## src/rtl/lsu_mem_master_if.sv

```systemverilog
// Core-side op/result handshake and single-port data memory bus of the load/store unit.
// master = the LSU, slave = the core and memory side facing it.
interface lsu_mem_master_if;
  logic        op_valid;
  logic        op_ready;
  logic        op_we;
  logic [1:0]  op_size;
  logic        op_unsigned;
  logic [31:0] op_adr;
  logic [31:0] op_wdata;
  logic        res_valid;
  logic [31:0] res_data;
  logic [1:0]  res_err_code;
  logic        r_v;
  logic        w_v;
  logic [31:0] adr;
  logic [31:0] data;
  logic [3:0]  strobe;
  logic [31:0] resp;
  logic        resp_valid;
  logic        resp_error;

  modport master (
    input  op_valid, op_we, op_size, op_unsigned, op_adr, op_wdata,
    input  resp, resp_valid, resp_error,
    output op_ready, res_valid, res_data, res_err_code,
    output r_v, w_v, adr, data, strobe
  );

  modport slave (
    output op_valid, op_we, op_size, op_unsigned, op_adr, op_wdata,
    output resp, resp_valid, resp_error,
    input  op_ready, res_valid, res_data, res_err_code,
    input  r_v, w_v, adr, data, strobe
  );
endinterface

```

## src/rtl/lsu_mem_master.sv

```systemverilog
// Load/store initiator: one op at a time, alignment check, strobe/lane build, load extension.
// Optional read-wait abort (result code 11) is built only when LSU_TIMEOUT_EN is defined.
module lsu_mem_master #(
  parameter int xlen = 32
`ifdef LSU_TIMEOUT_EN
  , parameter int TIMEOUT_CYCLES = 16
`endif
) (
  input  logic              clk,
  input  logic              rst,
  lsu_mem_master_if.master  bus
);

  typedef enum logic [1:0] {IDLE, WR, RD, DONE} state_e;

  localparam logic [1:0] ERR_OK    = 2'b00;
  localparam logic [1:0] ERR_ALIGN = 2'b01;
  localparam logic [1:0] ERR_BUS   = 2'b10;
`ifdef LSU_TIMEOUT_EN
  localparam logic [1:0] ERR_TIMEOUT = 2'b11;
`endif

  state_e            state_q, state_d;
  logic              op_ready_q, op_ready_d;
  logic              r_v_q, r_v_d;
  logic              w_v_q, w_v_d;
  logic [31:0]       adr_q, adr_d;
  logic [xlen-1:0]   data_q, data_d;
  logic [3:0]        strobe_q, strobe_d;
  logic              res_valid_q, res_valid_d;
  logic [xlen-1:0]   res_data_q, res_data_d;
  logic [1:0]        res_err_q, res_err_d;
  logic [1:0]        size_q, size_d;
  logic [1:0]        off_q, off_d;
  logic              uns_q, uns_d;
`ifdef LSU_TIMEOUT_EN
  logic [7:0]        wait_q, wait_d;
`endif

  function automatic logic misaligned(input logic [1:0] size, input logic [1:0] off);
    return (size == 2'b11) || (size == 2'b01 && off[0]) || (size == 2'b10 && off != 2'b00);
  endfunction

  function automatic logic [3:0] strobe_of(input logic [1:0] size, input logic [1:0] off);
    case (size)
      2'b00:   return 4'b0001 << off;
      2'b01:   return 4'b0011 << off;
      default: return 4'b1111;
    endcase
  endfunction

  function automatic logic [xlen-1:0] lanes_of(input logic [1:0] size, input logic [xlen-1:0] wdata);
    case (size)
      2'b00:   return {4{wdata[7:0]}};
      2'b01:   return {2{wdata[15:0]}};
      default: return wdata;
    endcase
  endfunction

  // Addressed byte/half is shifted down to bit 0, then sign- or zero-filled.
  function automatic logic [xlen-1:0] extract(input logic [1:0] size, input logic [1:0] off,
                                              input logic uns, input logic [xlen-1:0] resp);
    logic [xlen-1:0] sh;
    sh = resp >> {off, 3'b000};
    case (size)
      2'b00:   return {{(xlen-8){~uns & sh[7]}}, sh[7:0]};
      2'b01:   return {{(xlen-16){~uns & sh[15]}}, sh[15:0]};
      default: return sh;
    endcase
  endfunction

  always_comb begin
    state_d     = state_q;
    op_ready_d  = op_ready_q;
    r_v_d       = r_v_q;
    w_v_d       = w_v_q;
    adr_d       = adr_q;
    data_d      = data_q;
    strobe_d    = strobe_q;
    res_valid_d = 1'b0;
    res_data_d  = res_data_q;
    res_err_d   = res_err_q;
    size_d      = size_q;
    off_d       = off_q;
    uns_d       = uns_q;
`ifdef LSU_TIMEOUT_EN
    wait_d      = wait_q;
`endif
    case (state_q)
      IDLE: begin
        if (bus.op_valid) begin
          size_d     = bus.op_size;
          off_d      = bus.op_adr[1:0];
          uns_d      = bus.op_unsigned;
          op_ready_d = 1'b0;
          if (misaligned(bus.op_size, bus.op_adr[1:0])) begin
            state_d     = DONE;
            res_valid_d = 1'b1;
            res_data_d  = '0;
            res_err_d   = ERR_ALIGN;
          end else begin
            adr_d    = {bus.op_adr[31:2], 2'b00};
            strobe_d = strobe_of(bus.op_size, bus.op_adr[1:0]);
            if (bus.op_we) begin
              data_d  = lanes_of(bus.op_size, bus.op_wdata);
              w_v_d   = 1'b1;
              state_d = WR;
            end else begin
              r_v_d   = 1'b1;
              state_d = RD;
`ifdef LSU_TIMEOUT_EN
              wait_d  = '0;
`endif
            end
          end
        end
      end
      WR: begin
        w_v_d       = 1'b0;
        state_d     = DONE;
        res_valid_d = 1'b1;
        res_data_d  = '0;
        res_err_d   = bus.resp_error ? ERR_BUS : ERR_OK;
      end
      RD: begin
        // A response arriving on the limit cycle still wins over the abort.
        if (bus.resp_valid) begin
          r_v_d       = 1'b0;
          state_d     = DONE;
          res_valid_d = 1'b1;
          res_err_d   = bus.resp_error ? ERR_BUS : ERR_OK;
          res_data_d  = bus.resp_error ? '0 : extract(size_q, off_q, uns_q, bus.resp);
        end
`ifdef LSU_TIMEOUT_EN
        else begin
          wait_d = wait_q + 8'd1;
          if (wait_d == 8'(TIMEOUT_CYCLES)) begin
            r_v_d       = 1'b0;
            state_d     = DONE;
            res_valid_d = 1'b1;
            res_data_d  = '0;
            res_err_d   = ERR_TIMEOUT;
          end
        end
`endif
      end
      DONE: begin
        state_d    = IDLE;
        op_ready_d = 1'b1;
      end
      default: state_d = IDLE;
    endcase
  end

  always_ff @(posedge clk) begin
    if (rst) begin
      state_q     <= IDLE;
      op_ready_q  <= 1'b1;
      r_v_q       <= 1'b0;
      w_v_q       <= 1'b0;
      adr_q       <= '0;
      data_q      <= '0;
      strobe_q    <= '0;
      res_valid_q <= 1'b0;
      res_data_q  <= '0;
      res_err_q   <= ERR_OK;
    end else begin
      state_q     <= state_d;
      op_ready_q  <= op_ready_d;
      r_v_q       <= r_v_d;
      w_v_q       <= w_v_d;
      adr_q       <= adr_d;
      data_q      <= data_d;
      strobe_q    <= strobe_d;
      res_valid_q <= res_valid_d;
      res_data_q  <= res_data_d;
      res_err_q   <= res_err_d;
    end
    size_q <= size_d;
    off_q  <= off_d;
    uns_q  <= uns_d;
`ifdef LSU_TIMEOUT_EN
    wait_q <= wait_d;
`endif
  end

  assign bus.op_ready     = op_ready_q;
  assign bus.r_v          = r_v_q;
  assign bus.w_v          = w_v_q;
  assign bus.adr          = adr_q;
  assign bus.data         = data_q;
  assign bus.strobe       = strobe_q;
  assign bus.res_valid    = res_valid_q;
  assign bus.res_data     = res_data_q;
  assign bus.res_err_code = res_err_q;

endmodule

```

## src/flat_wrapper.sv

```systemverilog
// flat-port wrapper written by rule: the top's interface ports become plain ports
module lsu_mem_master_flat 
#(
  parameter int xlen = 32

)
  (clk, rst, bus_op_valid, bus_op_we, bus_op_size, bus_op_unsigned, bus_op_adr, bus_op_wdata, bus_resp, bus_resp_valid, bus_resp_error, bus_op_ready, bus_res_valid, bus_res_data, bus_res_err_code, bus_r_v, bus_w_v, bus_adr, bus_data, bus_strobe);
  lsu_mem_master_if bus_i ();
  input  logic clk;
  input  logic rst;
  input wire logic [$bits(bus_i.op_valid)-1:0] bus_op_valid;
  input wire logic [$bits(bus_i.op_we)-1:0] bus_op_we;
  input wire logic [$bits(bus_i.op_size)-1:0] bus_op_size;
  input wire logic [$bits(bus_i.op_unsigned)-1:0] bus_op_unsigned;
  input wire logic [$bits(bus_i.op_adr)-1:0] bus_op_adr;
  input wire logic [$bits(bus_i.op_wdata)-1:0] bus_op_wdata;
  input wire logic [$bits(bus_i.resp)-1:0] bus_resp;
  input wire logic [$bits(bus_i.resp_valid)-1:0] bus_resp_valid;
  input wire logic [$bits(bus_i.resp_error)-1:0] bus_resp_error;
  output wire logic [$bits(bus_i.op_ready)-1:0] bus_op_ready;
  output wire logic [$bits(bus_i.res_valid)-1:0] bus_res_valid;
  output wire logic [$bits(bus_i.res_data)-1:0] bus_res_data;
  output wire logic [$bits(bus_i.res_err_code)-1:0] bus_res_err_code;
  output wire logic [$bits(bus_i.r_v)-1:0] bus_r_v;
  output wire logic [$bits(bus_i.w_v)-1:0] bus_w_v;
  output wire logic [$bits(bus_i.adr)-1:0] bus_adr;
  output wire logic [$bits(bus_i.data)-1:0] bus_data;
  output wire logic [$bits(bus_i.strobe)-1:0] bus_strobe;
  assign bus_i.op_valid = bus_op_valid;
  assign bus_i.op_we = bus_op_we;
  assign bus_i.op_size = bus_op_size;
  assign bus_i.op_unsigned = bus_op_unsigned;
  assign bus_i.op_adr = bus_op_adr;
  assign bus_i.op_wdata = bus_op_wdata;
  assign bus_i.resp = bus_resp;
  assign bus_i.resp_valid = bus_resp_valid;
  assign bus_i.resp_error = bus_resp_error;
  assign bus_op_ready = bus_i.op_ready;
  assign bus_res_valid = bus_i.res_valid;
  assign bus_res_data = bus_i.res_data;
  assign bus_res_err_code = bus_i.res_err_code;
  assign bus_r_v = bus_i.r_v;
  assign bus_w_v = bus_i.w_v;
  assign bus_adr = bus_i.adr;
  assign bus_data = bus_i.data;
  assign bus_strobe = bus_i.strobe;
  lsu_mem_master #(.xlen(xlen)) u_core (.clk(clk), .rst(rst), .bus(bus_i));
endmodule
```

## config.mk

```make
export PLATFORM = sky130hd
export DESIGN_NAME = lsu_mem_master_flat
export DESIGN_NICKNAME = d
export VERILOG_FILES = /design/src/rtl/lsu_mem_master_if.sv /design/src/rtl/lsu_mem_master.sv /design/src/flat_wrapper.sv
export SDC_FILE = /design/constraint.sdc
export NUM_CORES = 1
export LEC_CHECK = 0
export CAP_MARGIN = 20
export CORE_ASPECT_RATIO = 0.8
export CORE_UTILIZATION = 43
export DETAILED_ROUTE_END_ITERATION = 6
export GPL_ROUTABILITY_DRIVEN = 0
export PLACE_DENSITY = 0.91
export SETUP_SLACK_MARGIN = 0.5
export SLEW_MARGIN = 20
export SYNTH_ARGS = -nofsm -noshare
export SYNTH_HDL_FRONTEND = slang
export SYNTH_SLANG_ARGS = --single-unit
```

## constraint.sdc

```tcl
create_clock -name clk -period 2.35 [get_ports clk]
set_input_delay 0.235 -clock clk [delete_from_list [all_inputs] [get_ports clk]]
set_output_delay 0.235 -clock clk [all_outputs]
set_load 0.02 [all_outputs]
```

Word level (Yosys, flattened, before mapping)
Cells that the tools add are included.

RAM bits: 0. Bits in read-only memories: 0. Output and inout port bits: 106. Memories kept: 0. Latch bits: 0. Register bits after elaboration: 111.

Add/sub/neg operators: 0. $mul: 0. Eq/ne operators: 13. Reductions and logical operators: 20. Bitwise gates (word level): 4. Muxes and demuxes: 33. Divide/modulo/power cells: 0. Shift-type cells: 3. $lt $le $gt $ge: 0.

Operators by type and width (count): $mux 32 (4); $pmux 32 s2 (2); $pmux 32 s3 (1); $shr 32x5->32 (1); $mux 2 (8); $reduce_and 4->1 (3); $mux 1 (11); $ne 2x2->1 const B (5); $eq 2x2->1 const B (4); $pmux 2 s4 (1); $pmux 4 s2 (1); $reduce_bool 2->1 (4); $eq 2x1->1 const B (3); $logic_not 2->1 (3); $pmux 1 s2 (3); $pmux 2 s3 (1); $reduce_and 2->1 (3); $reduce_and 5->1 (1); $shl 1x2->4 const A (1); $shl 2x2->4 const A (1); $pmux 1 s3 (1); $reduce_and 3->1 (1); $reduce_bool 3->1 (1); $and 1x1->1 (2); 4 further kinds (7).

Logic depth before layout (Yosys ltp)
Gate-level depths: netlist of the first run.

Word-level depth: 7. Depth in mapped cells: 9. Depth with buffers taken out: 7.

Least setup slack after synthesis of the first run
OpenSTA, ideal clock, no wires.

Path type: reg-to-reg. Start: register u_core.state_q[0]. End: register u_core.res_data_q[20], in the netlist u_core.bus.res_data[20]. Data arrival time: 1.859 ns. Path slack: 0.417 ns. Buffers on the path: 2. Stages on the path, launching flop included: 9. Setup time: 0.074 ns. Cells stage by stage: dfxtp_1 -> inv_1 -> ha_1 -> buf_2 -> or4b_4 -> o211ai_4 -> buf_4 -> or4_1 -> a31oi_1.

Word-level cells in the longest chain between the ends: 3.

Ends and longest elaborated chain: start: declaration (line lsu_mem_master.sv:23) `state_e state_q, state_d;`; start signal: assignment (line lsu_mem_master.sv:168) `state_q <= state_d;`; $eq 2x2->1 (tied with other cells); $ne 2x2->1 (no source line) (tied with other cells); $reduce_and 4->1 (no source line); end signal: assignment (line lsu_mem_master.sv:176) `res_data_q <= res_data_d;`; end: declaration (line lsu_mem_master.sv:31) `logic [xlen-1:0] res_data_q, res_data_d;`.

Several ways; a longest one is shown, not always the timed one. A chain may end at the register's enable or synchronous reset.

Final worst setup path of the first run
Start: register u_core.state_q[1]. End: register u_core.res_data_q[29], in the netlist u_core.bus.res_data[29].

The elaborated chain is that of the path after synthesis.

==> results by stage, run 1 <==
Status:
- The run finished with clean final reports.

Clock tree:
- The cts-stage hold buffer count is 0.
- The number of clock sinks is 111.
- The worst-skew pair later-pin latency is 0.34 ns.
- After clock tree synthesis, the clock-pin slew on the worst setup and hold paths is 0.08 ns.
- The cell at the root of the clock tree is clkbuf_16.
- Counting along the longest clock path gives a buffer depth of 2.
- TritonCTS built the clock tree.
- Buffers inserted during clock tree synthesis total 9.
- The H-tree was split into 3 levels.

Layout:
- Relative to the synthesized area, the layout overhead comes to 55.9%.
- Once layout is done, the placed cells without fillers occupy 0.00797 sq mm.
- Counting the fill cells in the layout gives 862.
- The repair_antennas step left the layout with diodes totalling 0.
- The number of nets in the layout is 909.
- In the final layout, the share of cells above drive strength 1 is 0.112.

Route:
- The count of nets left with antenna violations once routing finished came out at 0.
- The via density per instance is 5.79.
- The total routed wirelength is 17400 microns.
- The first detailed-routing pass took 5 iterations.
- The post-route DRC violation count is 0.
- For this block, the via count after detailed routing is 5520.
- The DRC marker count from the first detailed-route iteration is 696.
- The wire length per cell is 18.3 microns.

Synth:
- The count of warnings emitted by yosys is 0.
- The commonest register cell after synthesis is dfxtp_1.
- The async set-reset flop share out of synthesis is 0.
- In the post-synthesis netlist, the cell with the most instances is dfxtp_1.
- In this run the mean area of a mapped cell was 8.65 sq um.
- The number of enable-type register cells in the synthesized netlist is 5.
- The netlist uses 55 different library cells.
- By count the netlist is led by 106 x dfxtp_1, 105 x nand2_1, 67 x a21oi_1, 47 x mux2i_1, 36 x o21ai_0.
- The synthesized design spends more area on one cell type than any other, namely dfxtp_1.
- Synthesis produced a netlist whose cell count is 591.
- The cell area that synthesis handed to floorplanning was 0.00511 sq mm.
- For this run, the register share of the synthesized area comes to 0.444.
- The share of synthesized area in the top cell type comes to 0.415.
- By area the synthesized netlist is led by dfxtp_1 42%, mux2i_1 9.2%, nand2_1 7.7%.
- Synthesis inferred 111 register bits.

Worst setup path:
- The required time of the critical path is 2.56 ns.
- The cell at the slowest stage of the critical path is or4b_4.
- Together, buffers and inverters on the worst path number 2.
- The arrival time of data at the critical path endpoint is 2.12 ns.
- On the worst path, the slowest cell contributes a delay of 0.59 ns.
- The worst setup path is launched from a register.
- The endpoint kind of the worst setup timing path is a register.
- The peak fanout along the critical path is 7.
- Walking the worst path, the cells encountered are inv_2 -> ha_4 -> or4b_4 -> o211a_4 -> clkbuf_16 -> nand4_1 -> a31oi_1.
- The worst setup path is of the register to register kind.
- The kind of cell with the highest combined delay along the critical path is simple AND/OR/NAND/NOR gates.

Floorplanning:
- The die outline area is 0.0123 sq mm.
- During I/O placement, the number of pins put on the boundary was 211.
- The standard-cell row count is 35.
- The die outline height is 99.5 microns.
- The region available for standard cell placement spans 0.0116 sq mm.
- The initial core utilization is 0.442.
- From left edge to right edge, the die measures 124 microns.

STA:
- The clock period minus final worst setup slack is 1.91 ns.
- The total negative slack is 0 ns.
- Setup repair after global routing could not meet its margin everywhere.
- For the pin with the worst max-slew slack, the measured transition is 0.586 ns.
- The ratio of final minimum period to clock period is 0.812.
- The final clock skew is 0.00847 ns.
- The remaining max-slew budget at the tightest pin is 0.607.
- The max-slew violation total from the final report came to 0.
- The count of final setup violators is 0.
- The number of endpoints with negative hold slack in the final report was 0.
- For this run, the top clock speed supported by timing is 524 MHz.

Global route:
- The pin count of the biggest net entering global routing is 44.
- Summed over all layers, the global routing overflow is 0.
- The global-route wire length before repair is 25300 microns.
- The initial antenna violation count is 0.
- The via count of the first global-routing pass is 4828.
- For this run, the total global-route usage over all layers was measured as 0.264.

Placed design:
- Once placement finished, the instance area stood at 0.00734 sq mm.
- The number of buffers inserted by port buffering is 208.
- The post-DP HPWL is 11500 microns.

Power and ir drop:
- The leakage power is 2.84 nW.
- VDD sags by at most 0.464 mV.
- Power spread over the standard cell area amounts to 793 mW/mm^2.

Run:
- Max-cap violations in this run came to 0.

Min path:
- The tightest min-delay check is of the input port to register type.
sequential cells by signal, summed over array words and instances, names as in the netlist, 2 cells and up:
register and cells:
u_core.bus.adr 30, u_core.bus.data 32, u_core.bus.res_data 32, u_core.bus.res_err_code 2
u_core.bus.strobe 4, u_core.off_q 2, u_core.size_q 2, u_core.state_q 2
routing by layer:
layer	share of wire	vias up	track usage
met3	0.12	42	0.0900
met5	0	-	0
met2	0.44	343	0.397
li1	-	2559	-
met4	0.021	0	0.0760
met1	0.41	2576	0.356
per-stage QoR:
step / std cells / total power [mW] / setup WS (ns) / hold WS, ns / util
after floorplan: 592 / 3.58 / 0.498 / 0.334 / -
after global placement: 917 / 4.35 / 0.117 / 0.441 / 0.635
after detailed placement: 917 / 4.39 / 0.0671 / 0.447 / 0.635
after CTS: 938 / 6.00 / 0.501 / 0.324 / 0.671
after global routing: 953 / 6.57 / 0.388 / 0.288 / 0.690
final: 953 / 6.32 / 0.443 / 0.299 / 0.690
path summary, 6_finish.rpt:
path	startpoint	endpoint	slack, ns	depth (start not counted)
max	u_core.state_q[1]	u_core.bus.res_data[29]	0.44	7
min	bus_op_adr[0]	u_core.off_q[0]	0.30	1
max reg2reg	u_core.state_q[1]	u_core.bus.res_data[29]	0.44	7
min reg2reg	u_core.bus.adr[19]	u_core.bus.adr[19]	0.45	2
layout by cell type (no fill, tap or decap), types with 2 or more instances in the layout:
master / count
edfxtp_1: 5
ha_1: 3
clkinv_2: 2
nand2_1: 105
conb_1: 2
o21ai_0: 35
o32ai_1: 8
inv_2: 3
buf_6: 2
nand3_1: 9
a21oi_1: 67
o211ai_1: 8
o2bb2ai_1: 7
nand4_1: 10
or2_2: 2
o211ai_2: 5
a221oi_1: 3
a311oi_1: 11
or4_1: 7
inv_4: 3
nor2_1: 27
clkdlybuf4s50_1: 204
o221ai_1: 2
o211ai_4: 2
dfxtp_2: 2
nor3_1: 3
dfxtp_1: 104
o21bai_1: 2
a31oi_1: 15
inv_1: 9
a211oi_1: 10
mux2i_1: 47
dlymetal6s2s_1: 3
buf_4: 25
clkbuf_16: 11
buf_12: 4
nand2b_2: 2
o21ai_2: 2
layout make-up:
class | instances | area, sq um | share of cell area
clock buffer | 11 | 243 | 0.0305
inverter | 15 | 62.6 | 0.00785
sequential | 111 | 2270 | 0.285
clock inverter | 5 | 31.3 | 0.00392
multi-input combinational | 421 | 2710 | 0.340
tap | 148 | 185 | 0.0232
timing repair buffer | 242 | 2470 | 0.310
worst reg2reg max path, delay by kind of cell, from the launching register on:
family          cells  cell delay (ns)
compound gates      2             0.34
fa+ha+maj           1             0.17
buf+inv             2             0.27
simple gates        2             0.66
flops               1             0.34
repair_timing:
item,4_1_cts,5_1_grt
gates cloned,4,5
pin swaps,2,7
hold endpoints to repair,0,0
setup buffers,1,10
gates resized for setup,13,16
endpoints found under the setup margin,39,75
power by group:
part	switching [mW]	internal, mW	total, mW
logic	1.48	1.16	2.65
clock network	0.700	0.750	1.45
registers	0.129	2.09	2.22
logic make-up after synthesis:
| group | after synthesis | synth area share |
|---|---|---|
| simple gates | 181 | 0.164 |
| compound gates | 179 | 0.222 |
| flops | 111 | 0.444 |
| buf+inv | 66 | 0.0612 |
| mux | 48 | 0.0964 |
| fa+ha+maj | 4 | 0.00979 |
| other cells | 1 | 0.000734 |
| xor+xnor | 1 | 0.00171 |
Power figures use the tool's default switching activity.
==> inputs of run 2 (changes only) <==
- clock period: 2.35 -> 1.8 ns (I/O delays scaled with it)
==> run 2 against run 1 <==
  * The run now ends with setup timing left
  * Critical path depth did not move
  * Combinational power increased by 95%
  * Die area stayed put
  * Via count is 16% higher
  * Critical path type unchanged
  * Fmax shrank 7.6%
  * Hold slack got worse by 0.027 ns
  * Sequential power up 32%
==> results by stage, run 2 (synthesis gave the netlist of run 1 again) <==
STA:
- The worst hold slack is 0.271 ns (was 0.299 ns).
- The total negative slack is -3.93 ns (was 0 ns).
- The final critical-path setup slack is -0.265 ns (was 0.443 ns).
- The measured slew at the worst slew-check pin was 0.666 ns (was 0.586 ns).
- The count of final setup violators came to 63 (was 0).
- The remaining max-slew budget at the tightest pin is 0.556 (was 0.607).
- RSZ-0062 raised after global routing: yes (unchanged).
- The highest clock frequency the design can meet is 484 MHz (was 524 MHz).
- The final clock skew is 0.00926 ns (was 0.00847 ns).
- The clock period minus final worst setup slack came to 2.06 ns (was 1.91 ns).
- The max-slew violation total from the final report was 0 (unchanged).
- The number of endpoints with negative hold slack in the final report was 0 (unchanged).
- The ratio of final minimum period to clock period is 1.15 (was 0.812).

Floorplanning:
- The boundary pin count was 211 (unchanged).
- The standard-cell row count was 35 (unchanged).
- The core box area was 0.0116 sq mm (unchanged).
- The die outline height came to 99.5 microns (unchanged).
- The die outline width was 124 microns (unchanged).
- The initial core utilization is 0.442 (unchanged).
- The die outline area came to 0.0123 sq mm (unchanged).

Layout:
- The final antenna diode count is 0 (unchanged).
- Most frequent cells in the layout: 104 x dlygate4sd2_1, 104 x dfxtp_1, 100 x clkdlybuf4s50_1 (was 204 x clkdlybuf4s50_1, 105 x nand2_1, 104 x dfxtp_1).
- The number of nets in the layout is 971 (was 909).
- The area growth from synthesis to layout was 88.1% (was 55.9%).
- The fraction of layout cells with a size suffix above 1 was 0.334 (was 0.112).
- The number of standard cells in the final layout excluding fillers was 1015 (was 953).

Run:
- The total of max-cap violations was 0 (unchanged).

Worst setup path:
- The launching element of the worst setup path is u_core.state_q[1] (unchanged).
- The launching point of the worst reg2reg path is u_core.state_q[1] (unchanged).
- The cell at the slowest stage of the critical path is or4b_4 (unchanged).
- The arrival time of data at the critical path endpoint is 2.32 ns (was 2.12 ns).
- Cells along the critical path: inv_2 -> ha_4 -> or4b_4 -> o211ai_4 -> buf_6 -> o21ai_1 -> a31oi_1 (was inv_2 -> ha_4 -> or4b_4 -> o211a_4 -> clkbuf_16 -> nand4_1 -> a31oi_1).
- The peak fanout along the critical path is 8 (was 7).
- The endpoint kind of the worst setup timing path is a register (unchanged).
- The reg-to-reg setup timing slack is -0.26 ns (was 0.44 ns).
- The startpoint kind of the worst setup timing path is a register (unchanged).
- The kind of critical path is register to register (unchanged).
- The required time of the critical path is 2.05 ns (was 2.56 ns).
- The biggest cell delay along the critical path is 0.54 ns (was 0.59 ns).

Placed design:
- The number of buffers inserted by port buffering came to 208 (unchanged).
- The total placed cells including tap cells is 949 (was 917).
- The post-DP HPWL came to 12300 microns (was 11500 microns).
- The setup slack at placement is -0.290 ns (was 0.0671 ns).

Route:
- The post-route DRC violation count is 0 (unchanged).
- The final antenna-violating net count was 0 (unchanged).
- The total routed wirelength is 24500 microns (was 17400 microns).
- The first-pass detailed-route iteration total is 5 (unchanged).
- The via count was 6391 (was 5520).
- The DRC marker count from the first detailed-route iteration is 676 (was 696).
- The wire length per cell is 24.1 microns (was 18.3 microns).
- The via density per instance was 6.30 (was 5.79).

Clock tree:
- The cts-stage hold buffer count is 0 (unchanged).
- The TritonCTS clock tree was done (unchanged).
- The number of clock buffers inserted by TritonCTS is 9 (unchanged).
- The clock-pin slew of the registers on the worst-case setup and hold paths is 0.08 ns (about the same).
- The cell at the root of the clock tree is clkbuf_16 (unchanged).
- The worst-skew pair later-pin latency is 0.35 ns (was 0.34 ns).
- The maximum clock insertion buffer count is 2 (unchanged).
- The number of levels the H-tree was split into is 3 (unchanged).
- The number of clock sinks was 111 (unchanged).

Power and ir drop:
- The overall power consumption came to 10.1 mW (was 6.32 mW).
- The power per unit of standard cell area is 1050 mW/mm^2 (was 793 mW/mm^2).
- The worst ir drop on vdd is 0.589 mV (was 0.464 mV).
- The leakage power is 4.13 nW (was 2.84 nW).

Global route:
- The global-route wire length before repair came to 28600 microns (was 25300 microns).
- The initial antenna violation count is 0 (unchanged).
- The via count of the first global-routing pass came to 5499 (was 4828).
- The pin count of the biggest net entering global routing came to 40 (was 44).
- The remaining global-route overflow is 0 (unchanged).
- The overall fraction of global-route tracks in use is 0.302 (was 0.264).

Min path:
- The worst hold path startpoint is bus_op_adr[0] (unchanged).
- The class of the tightest hold or removal check is input port to register (unchanged).

Status:
- Outcome: finished, violations left (was finished clean).
- The final reports fail on setup timing.
run 2: path summary, 6_finish.rpt:
path	end	cells past startpoint
worst max register to register	u_core.bus.res_data[31]	7
worst min register to register	u_core.bus.adr[2]	2
worst min-delay path	u_core.off_q[0]	1
worst max-delay path	u_core.bus.res_data[31]	7
run 2: power by group:
group	leakage [nW]	internal, mW	switching, mW
clock network	0.138	1.03	0.983
logic	3.08	2.30	2.87
registers	0.907	2.73	0.187
run 2: metal layers:
metal,vias up,wire length (microns),track usage
li1,2687,-,-
met1,3107,9080,0.364
met2,476,11700,0.504
met3,121,2570,0.0952
met4,0,1120,0.106
met5,-,0,0
run 2: cell type report:
class,instances,area [sq um]
clock inverters,5,41.3
multi-input cells,418,3550
inverters,15,63.8
clock buffers,11,253
flip-flops and latches,111,2270
repair buffers,307,3250
fillers,589,1940
well taps,148,185
run 2: worst max-delay path: cells and delay by family, from the launching register on:
| family | cells | cell delay [ns] |
|---|---|---|
| compound gates | 3 | 0.62 |
| simple gates | 1 | 0.54 |
| flops | 1 | 0.34 |
| buf+inv | 2 | 0.29 |
| fa+ha+maj | 1 | 0.17 |
run 2: timing repair:
action / in CTS / in global routing
setup buffers: 17 / 14
gates cloned: 14 / 5
endpoints found under the setup margin: 214 / 112
pin swaps: 13 / 95
resized for setup: 149 / 240
run 2: per-stage QoR:
| stage | area, sq um | util |
|---|---|---|
| finish | 9620 | 0.832 |
| global route | 9620 | 0.832 |
| CTS | 8450 | 0.731 |
| detailed placement | 7650 | 0.662 |
| global placement | 7650 | 0.662 |
| floorplan | 5240 | - |
==> inputs of run 3 (changes only) <==
- PLACE_DENSITY: 0.91 -> 0.85
==> run 3 against run 2 <==
  * The flow still finishes with violations (setup timing)
  * Register-to-register slack better by 0.11 ns
  * Combinational power is 6.2% higher
  * Setup slack better by 0.11 ns
  * Via count is 2.3% higher
  * Count of clock-buffer cells in the layout stayed put
  * First-iteration DRC count is 15% lower
  * Non-clock buffer count is 9 higher
  * Sequential cell count stayed put
  * Sequential power is 2% higher
  * Critical endpoint is now u_core.bus.res_data[23]
  * Largest cell class unchanged
==> results by stage, run 3 (synthesis gave the netlist of run 1 again) <==
Status:
- Outcome: finished, violations left (unchanged).
- Violated checks: setup timing (unchanged).

STA:
- The remaining max-slew budget at the tightest pin is 0.596 (was 0.556).
- The number of endpoints with negative hold slack in the final report is 0 (unchanged).
- The final critical-path setup slack is -0.153 ns (was -0.265 ns).
- The ratio of final minimum period to clock period is 1.08 (was 1.15).
- The max-slew violation total from the final report is 0 (unchanged).
- The clock period minus final worst setup slack was 1.95 ns (was 2.06 ns).
- RSZ-0062 raised after global routing: yes (unchanged).
- The highest clock frequency the design can meet is 512 MHz (was 484 MHz).
- The total negative slack is -4.81 ns (was -3.93 ns).
- The measured slew at the worst slew-check pin is 0.606 ns (was 0.666 ns).
- The count of final setup violators came to 88 (was 63).
- The final clock skew is 0.0111 ns (was 0.00926 ns).

Worst setup path:
- The required time of the critical path was 2.07 ns (was 2.05 ns).
- Cells along the critical path: inv_4 -> ha_4 -> or4b_4 -> buf_4 -> o211ai_2 -> o21ai_1 -> a31oi_4 (was inv_2 -> ha_4 -> or4b_4 -> o211ai_4 -> buf_6 -> o21ai_1 -> a31oi_1).
- The peak fanout along the critical path came to 4 (was 8).
- The reg-to-reg setup timing slack was -0.15 ns (was -0.26 ns).
- The endpoint kind of the worst setup timing path is a register (unchanged).
- The kind of critical path is register to register (unchanged).
- The startpoint kind of the worst setup timing path is a register (unchanged).
- The family with the most delay on the worst path was compound AO/OA/AOI/OAI gates (unchanged).
- The arrival time of data at the critical path endpoint came to 2.23 ns (was 2.32 ns).
- The endpoint of the most critical register-to-register path is u_core.bus.res_data[23] (was u_core.bus.res_data[31]).
- The cell count of the worst reg-to-reg path is 7 (unchanged).
- The buffer and inverter count on the worst path came to 2 (unchanged).
- The launching point of the worst reg2reg path is u_core.state_q[1] (unchanged).
- The cell at the slowest stage of the critical path is or4b_4 (unchanged).
- The biggest cell delay along the critical path is 0.54 ns (about the same).

Clock tree:
- The number of levels the H-tree was split into is 3 (unchanged).
- The TritonCTS clock tree is done (unchanged).
- The cell at the root of the clock tree is clkbuf_16 (unchanged).
- The clock-pin slew of the registers on the worst-case setup and hold paths is 0.07 ns (was 0.08 ns).
- The worst-skew pair later-pin latency came to 0.35 ns (about the same).
- The cts-stage hold buffer count is 0 (unchanged).
- The number of clock sinks was 111 (unchanged).
- The maximum clock insertion buffer count is 2 (unchanged).
- The number of clock buffers inserted by TritonCTS is 9 (unchanged).

Layout:
- The number of fill cells came to 540 (was 589).
- The final antenna diode count was 0 (unchanged).
- The area growth from synthesis to layout was 94.6% (was 88.1%).
- The area taken by multi-input logic gates is 0.00374 sq mm (was 0.00355 sq mm).
- Most frequent cells in the layout: 104 x dfxtp_1, 100 x clkdlybuf4s50_1, 94 x dlygate4sd2_1 (was 104 x dlygate4sd2_1, 104 x dfxtp_1, 100 x clkdlybuf4s50_1).
- The final cell area excluding filler cells is 0.00995 sq mm (was 0.00962 sq mm).
- The fraction of layout cells with a size suffix above 1 is 0.386 (was 0.334).
- The number of nets in the layout is 980 (was 971).
- The register area was 0.00228 sq mm (was 0.00227 sq mm).
- The library cell used most frequently in the layout, excluding fill and tap cells, is dfxtp_1.

Route:
- The first-pass detailed-route iteration total was 5 (unchanged).
- The wire length per cell was 25.4 microns (was 24.1 microns).
- The via count is 6539 (was 6391).
- The via density per instance is 6.39 (was 6.30).
- The DRC marker count from the first detailed-route iteration came to 576 (was 676).
- The total routed wirelength is 26000 microns (was 24500 microns).
- The post-route DRC violation count is 0 (unchanged).
- The final antenna-violating net count is 0 (unchanged).

Placed design:
- The number of buffers inserted by port buffering is 208 (unchanged).
- The instance area after placement is 0.00765 sq mm (about the same).
- The post-DP HPWL is 12200 microns (was 12300 microns).

Floorplanning:
- The die outline width is 124 microns (unchanged).
- The die outline area is 0.0123 sq mm (unchanged).
- The standard-cell row count is 35 (unchanged).
- The die outline height is 99.5 microns (unchanged).
- The initial core utilization is 0.442 (unchanged).
- The boundary pin count is 211 (unchanged).
- The core box area came to 0.0116 sq mm (unchanged).

Min path:
- The class of the tightest hold or removal check was input port to register (unchanged).
- The worst hold path startpoint is rst (was bus_op_adr[0]).
- The number of cells traversed by the worst hold path was 2 (was 1).
- The endpoint of the worst hold path is u_core.bus.res_data[7] (was u_core.off_q[0]).

Global route:
- The overall fraction of global-route tracks in use is 0.365 (was 0.302).
- The via count of the first global-routing pass is 6336 (was 5499).
- The global-route wire length before repair is 34300 microns (was 28600 microns).
- The remaining global-route overflow is 0 (unchanged).
- The pin count of the biggest net entering global routing is 53 (was 40).
- The initial antenna violation count is 1 (was 0).

Power and ir drop:
- The leakage power was 4.17 nW (was 4.13 nW).
- The worst ir drop on vdd is 1.02 mV (was 0.589 mV).
- The power per unit of standard cell area is 1050 mW/mm^2 (about the same).

Run:
- The total of max-cap violations is 0 (unchanged).
==> run 3: where the power goes <==
group	leakage [nW]	internal, mW	total [mW]	switching (mW)
Clock	0.144	1.09	2.02	0.931
Combinational	3.12	2.53	5.49	2.96
Sequential	0.908	2.75	2.98	0.232
==> run 3: worst register-to-register path, cell delays in order (launching register included) <==
cell and delay (ns):
dfxtp_4 0.37, inv_4 0.07, ha_4 0.17, or4b_4 0.54, buf_4 0.17, o211ai_2 0.12
o21ai_1 0.22, a31oi_4 0.22
==> run 3: timing repair <==
| item | 4_1_cts | 5_1_grt |
|---|---|---|
| endpoints found under the setup margin | 215 | 120 |
| resized for setup | 307 | 153 |
| setup buffers | 30 | 11 |
| pin swaps | 83 | 80 |
| gates cloned | 18 | 2 |
==> run 3: worst max path at each step <==
stage | startpoint | end | slack [ns] | cells after the start
after CTS | u_core.off_q[0] | u_core.bus.res_data[22] | -0.003 | 4
final | u_core.state_q[1] | u_core.bus.res_data[23] | -0.15 | 7
after global placement | bus_op_adr[0] | u_core.bus.res_data[27] | -0.26 | 6
after global routing | u_core.state_q[1] | u_core.bus.res_data[23] | -0.18 | 7
after detailed placement | bus_op_adr[0] | u_core.bus.res_data[28] | -0.35 | 6
after floorplan | u_core.state_q[1] | u_core.bus.res_data[30] | 0.01 | 9
==> run 3: stage by stage <==
stage	power (mW)	util	instances	setup WS [ns]	hold WS [ns]
after floorplan	4.78	-	592	0.00994	0.279
after global placement	5.92	0.662	947	-0.259	0.442
after detailed placement	6.02	0.662	947	-0.347	0.449
after CTS	9.33	0.797	1011	-0.00349	0.176
after global routing	10.8	0.861	1024	-0.181	0.205
final	10.5	0.861	1024	-0.153	0.208
==> run 3: metal layers <==
metal	GRT usage	vias to the layer above	routed length, microns
li1	-	2707	-
met1	0.439	3139	9270
met2	0.607	535	12500
met3	0.0906	156	2670
met4	0.174	2	1600
met5	0	-	16
==> run 3: cell type report <==
| cell class | count | area share |
|---|---|---|
| clock buffer | 11 | 0.0234 |
| sequential | 111 | 0.229 |
| multi-input combinational | 418 | 0.376 |
| inverter | 15 | 0.00666 |
| timing repair buffer | 316 | 0.341 |
| tap | 148 | 0.0186 |
| clock inverter | 5 | 0.00578 |
